File: src/rtl/mem_instr_sequencer.sv
// Instruction sequencer: fetches words from a registered ROM and issues
// read / shift handshakes, wfi stalls and counted program loops.
module mem_instr_sequencer #(
  parameter int DATA_WIDTH = 56,
  parameter int ADDR_WIDTH = 6,
  parameter int NUM_LANES  = 16
) (
  input  logic                   CLK,
  input  logic                   RESET,
  input  logic                   START,
  input  logic                   RESUME,
  input  logic [15:0]            LOOP_LIMIT,
  output logic [ADDR_WIDTH-1:0]  ROM_ADDRESS,
  output logic                   ROM_ENABLE,
  input  logic [DATA_WIDTH-1:0]  ROM_DATA,
  input  logic                   ROM_DATA_VALID,
  output logic                   RD_VALID,
  output logic [3:0]             RD_MASK,
  input  logic                   RD_READY,
  output logic                   SH_VALID,
  output logic [3:0]             SH_AMOUNT,
  output logic [3*NUM_LANES-1:0] SH_LANES,
  input  logic                   SH_READY,
  output logic                   WFI_PENDING,
  output logic                   LOOP_DONE,
  output logic                   HALTED,
  output logic                   BUSY
);

  localparam int LW = 3 * NUM_LANES;

  typedef enum logic [2:0] {
    S_IDLE,
    S_FETCH,
    S_WAIT,
    S_EXEC,
    S_WFI,
    S_HALT
  } state_t;

  state_t state, state_n;

  logic [ADDR_WIDTH-1:0] pc, pc_n, pc_inc;
  logic [DATA_WIDTH-1:0] ir, ir_n;
  logic [15:0]           cnt, cnt_n, cnt_inc;
  logic [3:0]            op;
  logic                  is_rd, is_sh, is_wfi, is_lp;
  logic                  rd_go, sh_go;

  assign op      = ir[7:4];
  assign is_rd   = (op == 4'b0000);
  assign is_sh   = (op == 4'b0101);
  assign is_wfi  = (op == 4'b0110);
  assign is_lp   = !(is_rd || is_sh || is_wfi);
  assign rd_go   = (ir[3:0] != 4'b0000);
  assign sh_go   = (ir[LW+7:8] != '0);
  assign pc_inc  = pc + ADDR_WIDTH'(1);
  assign cnt_inc = cnt + 16'd1;

  always_ff @(posedge CLK) begin
    if (RESET) begin
      state <= S_IDLE;
      pc    <= '0;
      ir    <= '0;
      cnt   <= '0;
    end else begin
      state <= state_n;
      pc    <= pc_n;
      ir    <= ir_n;
      cnt   <= cnt_n;
    end
  end

  always_comb begin
    state_n     = state;
    pc_n        = pc;
    ir_n        = ir;
    cnt_n       = cnt;
    ROM_ADDRESS = '0;
    ROM_ENABLE  = 1'b0;
    RD_VALID    = 1'b0;
    RD_MASK     = '0;
    SH_VALID    = 1'b0;
    SH_AMOUNT   = '0;
    SH_LANES    = '0;
    WFI_PENDING = 1'b0;
    LOOP_DONE   = 1'b0;
    HALTED      = 1'b0;
    BUSY        = (state != S_IDLE) && (state != S_HALT);
    unique case (state)
      S_IDLE, S_HALT: begin
        HALTED = (state == S_HALT);
        if (START) begin
          pc_n    = '0;
          cnt_n   = '0;
          state_n = S_FETCH;
        end
      end
      S_FETCH: begin
        ROM_ENABLE  = 1'b1;
        ROM_ADDRESS = pc;
        state_n     = S_WAIT;
      end
      S_WAIT: begin
        if (ROM_DATA_VALID) begin
          ir_n    = ROM_DATA;
          state_n = S_EXEC;
        end
      end
      S_EXEC: begin
        unique case (1'b1)
          is_rd: begin
            RD_VALID = rd_go;
            RD_MASK  = rd_go ? ir[3:0] : 4'b0000;
            if (!rd_go || RD_READY) begin
              pc_n    = pc_inc;
              state_n = S_FETCH;
            end
          end
          is_sh: begin
            SH_VALID  = sh_go;
            SH_AMOUNT = sh_go ? ir[3:0] : 4'b0000;
            SH_LANES  = sh_go ? ir[LW+7:8] : '0;
            if (!sh_go || SH_READY) begin
              pc_n    = pc_inc;
              state_n = S_FETCH;
            end
          end
          is_wfi: state_n = S_WFI;
          is_lp: begin
            LOOP_DONE = 1'b1;
            cnt_n     = cnt_inc;
            // A zero limit never matches, so the program repeats forever.
            if (LOOP_LIMIT != 16'd0 && cnt_inc == LOOP_LIMIT) begin
              state_n = S_HALT;
            end else begin
              pc_n    = '0;
              state_n = S_FETCH;
            end
          end
          default: ;
        endcase
      end
      S_WFI: begin
        WFI_PENDING = 1'b1;
        if (RESUME) begin
          pc_n    = pc_inc;
          state_n = S_FETCH;
        end
      end
      default: state_n = S_IDLE;
    endcase
  end

endmodule
File: config.mk
export PLATFORM = sky130hd
export DESIGN_NAME = mem_instr_sequencer
export DESIGN_NICKNAME = d
export VERILOG_FILES = /design/src/rtl/mem_instr_sequencer.sv
export SDC_FILE = /design/constraint.sdc
export NUM_CORES = 1
export LEC_CHECK = 0
export ABC_AREA = 1
export ABC_CLOCK_PERIOD_IN_PS = 1900
export BUFFER_PORTS_ARGS = -buffer_cell sky130_fd_sc_hd__buf_2
export CORE_ASPECT_RATIO = 0.8
export CORE_MARGIN = 3
export CORE_UTILIZATION = 47
export CTS_BUF_LIST = sky130_fd_sc_hd__clkbuf_8
export CTS_CLUSTER_DIAMETER = 60
export DETAILED_ROUTE_END_ITERATION = 10
export GPL_TIMING_DRIVEN = 0
export PLACE_DENSITY = 0.78
export SLEW_MARGIN = 20
export SYNTH_ARGS = -nofsm -noshare
export SYNTH_HDL_FRONTEND = slang
export SYNTH_SLANG_ARGS = --single-unit
File: constraint.sdc
create_clock -name CLK -period 1.9 [get_ports CLK]
set_input_delay 0.095 -clock CLK [delete_from_list [all_inputs] [get_ports CLK]]
set_output_delay 0.095 -clock CLK [all_outputs]
set_load 0.03 [all_outputs]
==> reports/metrics.csv <==
metric;value;unit
report.final.slew_viol_count;0;
area_growth;61.0;%
ys_ff_latch;81;
status;finished, violations left;
grt_antenna_before_repair;1;
dp_cells;953;
fin_crit_sh;116;%
fill_cells;589;
postLayoutCoreUtil;78.3;%
ys_types;29;
die_x;115;um
syn_nets;773;
dr.pass1.iters;6;
ys_async_sr_fraction;0;%
multiInputGateArea;2940;sq um
final.min_clock_period;2.21;ns
power.total;6320;uW
vdd_drop_max;629;uV
vias_per_cell;5.76;
cts_root_buf;clkbuf_8;
io-pin-count;148;
rsz0062_at_grt;true;
drc_errors;0;
cp-start-kind;flop;
wl;18200;um
cp_data_arrival_time;2.48;ns
htree_levels;3;
port_buffers;146;
ys.flop_type;dfxtp_1;
synthesis.area_per_instance;6.41;sq um
maxCapViolCount;0;
holdCritPathClass;primary input to flop;
cts.clk_slew.worst_paths;0.10;ns
drt_iter0_drc;420;
setup.worst_path.end_class;flop;
violations;setup timing;
cellPowerDensity;885;nW/um^2
cts_buffer_depth;2;
p_leak;0.00297;uW
final_area;7140;sq um
clock_sinks;81;
numCtsBuffers;9;
max_freq;452;MHz
rows;31;
vias;5848;
final.setup_skew;0.0176;ns
initial_utilization;48.6;%
hold_viol;0;
drive_gt1_share;42.2;%
fin_nets;975;
yosys.area.top_type_share;36.6;%
core_area;9110;sq um
cts_tree;built;
crit_fanout;5;
grt_pass1_vias;5511;
regArea;1650;sq um
syn_area;4430;sq um
grt_start_max_net_pins;17;
stdcell_count;1015;
clock_latency;0.37;ns
post-dp-hpwl;10300;um
max_slew.worst_pin.slew;0.609;ns
yosysSeqAreaShare;36.6;%
synth_warnings;0;
die_h;92.9;um
synth-edff-count;0;
setup_viol_count_final;60;
finalSetupTns;-15.95;ns
hold_buffers;0;
syn_inst;692;
ant_nets;0;
wl_per_cell;17.9;um
cp.required;2.16;ns
relSlewSlack;59.0;%
grt_overflow;0;
post_dp_cell_area;5350;sq um
synth_top_area_cell;dfxtp_1;
crit_type;flop to flop;
die_area;10600;sq um
place.gp.congestion;0.931;
grt_usage;31.6;%
synth.area.top_cells;dfxtp_1 (37%), nand2_1 (9.7%), inv_1 (9.0%), a21oi_1 (8.7%), nor2_1 (8.6%);
setup_slack;-0.313;ns
grt_pass1_wl;26900;um
## worst paths after layout
| check | start | cells after the start | slack [ns] | end |
|---|---|---|---|---|
| worst max-delay path | cnt[0]$_SDFFE_PP0P_ | 15 | -0.31 | pc[2]$_SDFFE_PP0P_ |
| worst max register to register | cnt[0]$_SDFFE_PP0P_ | 15 | -0.31 | pc[2]$_SDFFE_PP0P_ |
| worst min-delay path | ROM_DATA[1] | 3 | 0.002 | ir[1]$_SDFFE_PP0P_ |
| worst min register to register | ir[42]$_SDFFE_PP0P_ | 2 | 0.49 | ir[42]$_SDFFE_PP0P_ |
## layer usage
metal	part of all wire [%]	routed length, um	GRT usage [%]
met5	0	0	0
met2	49	8880	53.6
met3	9.2	1670	6.34
met4	4.7	847	12.5
met1	37	6810	39.1
## layout make-up
class                   count  area share [%]
repair buffers            190            21.7
well taps                 115            2.02
plain buffers              30            3.72
multi-input cells         474            41.2
flip-flops and latches     81            23.0
clock inverters             7           0.841
diodes                      1          0.0351
inverters                 108            5.71
clock buffers               9            1.74
## cells by family (layout without fill, tap and decap cells)
group | after synthesis | in the layout | share of synthesized area (%)
AND/OR/NAND/NOR | 321 | 322 | 32.4
AO/OA/AOI/OAI | 142 | 142 | 16.4
buffers and inverters | 138 | 344 | 12.2
flip-flops | 81 | 81 | 36.6
XOR/XNOR | 8 | 8 | 1.89
adder cells (fa/ha/maj) | 2 | 2 | 0.564
other | 0 | 1 | 0
## cell usage after synthesis, types with 2 or more instances
master and count:
nand2_1 115, nand4_1 22, buf_2 2, nand3_2 4
nand3_1 54, o21ai_0 60, clkbuf_1 25, dfxtp_1 81
buf_6 2, nor2_2 3, nor2_4 4, ha_1 2
a21oi_1 77, inv_1 106, nor2_1 102, xor2_1 6
a21oi_2 4, nor3_1 3, nor4_1 8, nand2_2 3
## state kept, by name, indices dropped and copies added (netlist names)
name,flops
cnt,16
state,3
ir,56
pc,6
## layout by cell type (no fill, tap or decap), types with 38 or more instances in the layout
cell     instances
nand2_1        107
buf_2           93
inv_1           76
a21oi_1         73
dfxtp_1         68
buf_6           60
nor2_4          59
o21ai_0         58
nand3_1         47
nor2_1          38
## through the flow
| step | hold slack (ns) | worst slack (ns) |
|---|---|---|
| floorplan | 0.288 | -0.0105 |
| global placement | 0.374 | -0.385 |
| detailed placement | 0.386 | -0.431 |
| CTS | 0.00280 | -0.239 |
| global route | 0.0333 | -0.441 |
| finish | 0.00236 | -0.313 |
## worst max-delay path: stages (launching register included)
cell and delay, ns:
dfxtp_4 0.39, ha_4 0.17, nand2_4 0.06, nor2_4 0.22
nand2_1 0.12, nand2_2 0.10, nand2_1 0.05, nand2_1 0.10
nand2_1 0.06, nor2_1 0.14, nand3_1 0.12, nor2_2 0.17
nand2_4 0.11, buf_8 0.15, a21oi_2 0.12, nor2_1 0.06
## where the power goes
part | switching, uW | total [uW] | internal [uW]
combinational | 1800 | 2780 | 977
sequential | 269 | 2300 | 2030
clock | 740 | 1240 | 500
total | 2810 | 6320 | 3510
## repair_timing
| item | CTS | global route |
|---|---|---|
| pin swaps | 41 | 26 |
| buffers inserted | 26 | 13 |
| gates resized for setup | 307 | 52 |
| gates cloned | 7 | 0 |
| hold endpoints to repair | 0 | 0 |
| setup endpoints to repair | 86 | 127 |
(Power assumes the default switching activity.)
